--- src/rtl/wb_arb_pkg.sv ---
// Shared types and constants for the two-master Wishbone memory arbiter.
// State encoding, master indices and the round-robin pick helper.
package wb_arb_pkg;

  localparam int WDOG_W = 8;
  localparam int M0     = 0;
  localparam int M1     = 1;

  typedef enum logic [1:0] {
    ST_IDLE  = 2'd0,
    ST_GNT0  = 2'd1,
    ST_GNT1  = 2'd2,
    ST_ABORT = 2'd3
  } state_e;

  // last=1 means m1 held the previous grant, so m0 wins a tie
  function automatic state_e arb_pick(
    input logic c0,
    input logic c1,
    input logic last
  );
    state_e s;
    s = ST_IDLE;
    if (c0 && c1) begin
      s = last ? ST_GNT0 : ST_GNT1;
    end else if (c0) begin
      s = ST_GNT0;
    end else if (c1) begin
      s = ST_GNT1;
    end
    return s;
  endfunction

endpackage

--- src/rtl/wb_arb_wdog.sv ---
// Strobe-without-ack watchdog: clearable counter with a terminal-count
// expire strobe. TIMEOUT of zero never expires.
module wb_arb_wdog
  import wb_arb_pkg::*;
#(
  parameter int TIMEOUT = 16
) (
  input  logic clk,
  input  logic rst,
  input  logic clr,
  input  logic en,
  output logic expire_o
);

  logic [WDOG_W-1:0] wdog_q;
  logic [WDOG_W-1:0] wdog_d;

  always_comb begin
    wdog_d = wdog_q;
    if (clr) begin
      wdog_d = '0;
    end else if (en) begin
      wdog_d = wdog_q + 1'b1;
    end
  end

  always_ff @(posedge clk) begin
    if (rst) begin
      wdog_q <= '0;
    end else begin
      wdog_q <= wdog_d;
    end
  end

  assign expire_o = (TIMEOUT != 0) && en &&
                    (wdog_q == WDOG_W'(TIMEOUT - 1));

endmodule

--- src/rtl/wb_mem_arbiter.sv ---
// Two-master round-robin Wishbone arbiter in front of the data memory,
// with a watchdog that aborts a granted strobe left unacknowledged.
module wb_mem_arbiter
  import wb_arb_pkg::*;
#(
  parameter int DATA_WIDTH = 32,
  parameter int ADDR_WIDTH = 16,
  parameter int TIMEOUT    = 16
) (
  input  logic                  clk,
  input  logic                  rst,
  input  logic [ADDR_WIDTH-1:0] m0_adr_i,
  input  logic [DATA_WIDTH-1:0] m0_dat_i,
  input  logic                  m0_we_i,
  input  logic                  m0_stb_i,
  input  logic                  m0_cyc_i,
  output logic [DATA_WIDTH-1:0] m0_dat_o,
  output logic                  m0_ack_o,
  output logic                  m0_err_o,
  input  logic [ADDR_WIDTH-1:0] m1_adr_i,
  input  logic [DATA_WIDTH-1:0] m1_dat_i,
  input  logic                  m1_we_i,
  input  logic                  m1_stb_i,
  input  logic                  m1_cyc_i,
  output logic [DATA_WIDTH-1:0] m1_dat_o,
  output logic                  m1_ack_o,
  output logic                  m1_err_o,
  output logic [ADDR_WIDTH-1:0] s_adr_o,
  output logic [DATA_WIDTH-1:0] s_dat_o,
  output logic                  s_we_o,
  output logic                  s_stb_o,
  output logic                  s_cyc_o,
  input  logic [DATA_WIDTH-1:0] s_dat_i,
  input  logic                  s_ack_i,
  output logic [1:0]            gnt_o
);

  state_e     state_q, state_d;
  logic       last_q, last_d;
  logic [1:0] gnt_q, gnt_d;
  logic [1:0] err_q, err_d;
  logic       expire;
  logic       wd_en;
  logic       wd_clr;

  always_comb begin
    state_d = state_q;
    err_d   = '0;
    unique case (state_q)
      ST_IDLE: state_d = arb_pick(m0_cyc_i, m1_cyc_i, last_q);
      ST_GNT0: begin
        if (expire) begin
          state_d   = ST_ABORT;
          err_d[M0] = 1'b1;
        end else if (!m0_cyc_i) begin
          state_d = arb_pick(1'b0, m1_cyc_i, last_q);
        end
      end
      ST_GNT1: begin
        if (expire) begin
          state_d   = ST_ABORT;
          err_d[M1] = 1'b1;
        end else if (!m1_cyc_i) begin
          state_d = arb_pick(m0_cyc_i, 1'b0, last_q);
        end
      end
      ST_ABORT: begin
        if (!(last_q ? m1_cyc_i : m0_cyc_i)) begin
          state_d = arb_pick(m0_cyc_i, m1_cyc_i, last_q);
        end
      end
      default: state_d = ST_IDLE;
    endcase
    last_d = last_q;
    if (state_d == ST_GNT0 && state_q != ST_GNT0) last_d = 1'b0;
    if (state_d == ST_GNT1 && state_q != ST_GNT1) last_d = 1'b1;
    gnt_d = {state_d == ST_GNT1, state_d == ST_GNT0};
  end

  always_ff @(posedge clk) begin
    if (rst) begin
      state_q <= ST_IDLE;
      last_q  <= 1'b1;
      gnt_q   <= '0;
      err_q   <= '0;
    end else begin
      state_q <= state_d;
      last_q  <= last_d;
      gnt_q   <= gnt_d;
      err_q   <= err_d;
    end
  end

  always_comb begin
    s_adr_o = '0;
    s_dat_o = '0;
    s_we_o  = 1'b0;
    s_stb_o = 1'b0;
    s_cyc_o = 1'b0;
    if (gnt_q[M0]) begin
      s_adr_o = m0_adr_i;
      s_dat_o = m0_dat_i;
      s_we_o  = m0_we_i;
      s_stb_o = m0_stb_i;
      s_cyc_o = m0_cyc_i;
    end else if (gnt_q[M1]) begin
      s_adr_o = m1_adr_i;
      s_dat_o = m1_dat_i;
      s_we_o  = m1_we_i;
      s_stb_o = m1_stb_i;
      s_cyc_o = m1_cyc_i;
    end
  end

  assign m0_ack_o = gnt_q[M0] & s_ack_i;
  assign m1_ack_o = gnt_q[M1] & s_ack_i;
  assign m0_dat_o = gnt_q[M0] ? s_dat_i : '0;
  assign m1_dat_o = gnt_q[M1] ? s_dat_i : '0;
  assign m0_err_o = err_q[M0];
  assign m1_err_o = err_q[M1];
  assign gnt_o    = gnt_q;

  assign wd_en  = (|gnt_q) & s_stb_o & ~s_ack_i;
  assign wd_clr = ~(|gnt_q) | s_ack_i | (state_d != state_q);

  wb_arb_wdog #(
    .TIMEOUT (TIMEOUT)
  ) u_wdog (
    .clk      (clk),
    .rst      (rst),
    .clr      (wd_clr),
    .en       (wd_en),
    .expire_o (expire)
  );

endmodule

--- config.mk ---
export PLATFORM = sky130hd
export DESIGN_NAME = wb_mem_arbiter
export DESIGN_NICKNAME = d
export VERILOG_FILES = /design/src/rtl/wb_arb_pkg.sv /design/src/rtl/wb_arb_wdog.sv /design/src/rtl/wb_mem_arbiter.sv
export SDC_FILE = /design/constraint.sdc
export NUM_CORES = 1
export LEC_CHECK = 0
export BUFFER_PORTS_ARGS = -buffer_cell sky130_fd_sc_hd__buf_2
export CAP_MARGIN = 25
export CORE_AREA = 2 2 100 102
export CTS_CLUSTER_SIZE = 30
export DETAILED_ROUTE_END_ITERATION = 10
export DIE_AREA = 0 0 102 104
export GPL_TIMING_DRIVEN = 0
export SKIP_LAST_GASP = 1
export SLEW_MARGIN = 20
export SYNTH_ARGS = -nofsm -noshare
export SYNTH_HDL_FRONTEND = slang
export SYNTH_SLANG_ARGS = --single-unit
--- constraint.sdc ---
create_clock -name clk -period 2.19 [get_ports clk]
set_clock_uncertainty 0.2 [all_clocks]
set_input_delay 0.1095 -clock clk [delete_from_list [all_inputs] [get_ports clk]]
set_output_delay 0.1095 -clock clk [all_outputs]
set_load 0.01 [all_outputs]
==> reports/results.ini <==
[timing]
hold_viol_final = 0
fmax_mhz = 482.0
relSlewSlack_pct = 71.54
fin_crit_ns = 2.075
rsz0062_at_grt = yes
setup_viol = 0
slew_violations = 0
worst_pin_slew_ns = 0.4233
fin_crit_sh_pct = 94.73

[global_route]
grt_antenna_before_repair = 0
grt_pass1_vias = 2630
grt_use_total_pct = 15.32
grt_first_pass_wirelength_um = 13050
grt_remaining_overflow = 0
grt_max_degree = 11

[placement]
gp_congestion = 0.8550
portBuffers = 255
hpwl_um = 7765
postPlaceCellArea_um2 = 3229

[floorplan]
core_um2 = 9549
row_count = 36
die_w_um = 102
start_util_pct = 18.66
die_area_um2 = 10610
floorplan.io_pins = 258
die_h_um = 104

[synthesis]
synth.net_count = 373
synth_area_leaders = a22o_1 24%, and2_1 23%, dfxtp_1 17%, clkbuf_1 3.6%, a21oi_1 3.1%
ys.flop_type = dfxtp_1
synth_edf_count = 0
yosysWarnings = 0
netlist_area_um2 = 1782
yosysTopAreaCellShare_pct = 24.09
ys_ff_latch = 15
synth_largest_area_cell = a22o_1
ys_seq_area_share_pct = 16.85
async_flop_share_pct = 0
synth.avg_cell_area_um2 = 7.582
netlist_instances = 235
synth_cell_types = 40

[cells_and_area]
multi_input_area_um2 = 1379
final_cell_mix = 258 x buf_2, 66 x and2_1, 49 x a22o_1, 15 x dfxtp_1, 11 x a21oi_1
regArea_um2 = 300.3
areaGrowthSynthToFinish_pct = 85.04
finalNetCount = 634
final_core_util_pct = 34.53
n_fill_cell = 1022
final_common_cell = buf_2
postLayoutCellArea_um2 = 3297
layout-drive-gt1-share_pct = 56.16
antenna-diode-count = 0

[detailed_routing]
drtPass1Iterations = 4
drt_wl_total_um = 9001
drtIter0Drc = 120
vias = 2874
drc = 0
ant_nets = 0
wl_per_cell_um = 14.33
viasPerCell = 4.576

[pwr]
ir_drop_uv = 175.8
leakage_nw = 1.884
powerDensity_nw_per_um2 = 330.7
p_total_w = 0.001090

[clock_tree]
clockRootBuffer = clkbuf_8
cts-buffers-inserted = 3
htree_levels = 1
clock_latency_ns = 0.25
clock_path_buffers = 2
cts_tree = yes
clkTransAtPathRegs_ns = 0.06
cts.sinks = 15

[job]
drv_cap = 0

[status]
status = completed

[min_path]
min_path_type = primary input to flop
hp-start = rst

[critical_path]
cp_max_fo = 10
cp.arrival_ns = 1.77
crit_path_end_kind = output port
path_class = flop to output port
worstReg2RegStart = u_wdog.wdog_q[4]
required_ns = 1.88
critPathLaunchType = flop
crit_path_start = gnt_o[0]

-- cells by family after synthesis --
family / share of synthesized area, %
simple gates: 39.40
compound gates: 33.36
buf+inv: 6.179
flops: 16.85
xor+xnor: 2.949
mux: 0.5618
fa+ha+maj: 0.7021
-- sequential cells by signal, indices dropped and copies added, names as in the netlist --
register and cells:
err_q 2, gnt_o 2, last_q 1, state_q 2
u_wdog.wdog_q 8
-- what timing repair did --
item	4_1_cts	5_1_grt
hold endpoints to repair	0	0
hold buffers	0	0
cloned	0	0
setup buffers	0	0
resized for setup	8	8
setup endpoints to repair	59	26
-- cell type report --
type / instances / area share [%]
Tap cell: 133 / 5.047
Buffer: 24 / 3.681
Inverter: 1 / 0.1139
Sequential cell: 15 / 9.108
Multi-Input combinational cell: 195 / 41.82
Clock buffer: 4 / 1.366
Timing Repair Buffer: 256 / 38.86
-- worst paths after layout --
| path | to | slack [ns] | depth (start not counted) |
|---|---|---|---|
| worst min register to register | u_wdog.wdog_q[6] | 0.33 | 2 |
| worst max-delay path | s_dat_o[19] | 0.12 | 5 |
| worst max register to register | gnt_o[1] | 0.21 | 5 |
| worst min-delay path | state_q[1] | 0.01 | 2 |
-- layer usage --
metal | vias to the layer above | wire length [um] | track usage [%]
li1 | 1378 | - | -
met1 | 1310 | 3576 | 17.35
met2 | 174 | 4425 | 28.76
met3 | 12 | 915 | 3.763
met4 | 0 | 84 | 2.571
met5 | - | 0 | 0
-- worst max-delay path, stage by stage (launching register included) --
cell and delay, ns:
dfxtp_1 0.35, buf_6 0.16, clkbuf_2 0.27, buf_1 0.36
a22o_1 0.24, buf_2 0.14
-- through the flow --
step	hold WS (ns)	TNS [ns]	setup WS (ns)	instances
finish	0.01345	0	0.1154	628
global route	0.05805	-0.03712	-0.01494	628
CTS	0.009466	0	0.01951	628
global placement	0.2607	-3.113	-0.2268	623
floorplan	0.1263	0	0.3715	235
detailed placement	0.2672	-3.913	-0.2430	624
-- synth_stat cells, types with 2 or more instances --
cell and instances:
clkbuf_1 17, nor4b_1 3, a21oi_1 11, and2_1 66, nor3_1 9, buf_2 4
xnor2_1 5, dfxtp_1 15, nand2_1 10, nand3_1 7, nand2b_1 3, nor2_1 3
o21ai_0 3, a211oi_1 2, o31ai_1 2, nor2b_1 3, a22o_1 49
-- power by group --
part / internal (W) / total (W) / switching, W
registers: 0.000281 / 0.000289 / 0.00000798
clock network: 0.000129 / 0.000224 / 0.0000955
logic: 0.000283 / 0.000577 / 0.000294
(Power assumes the default switching activity.)
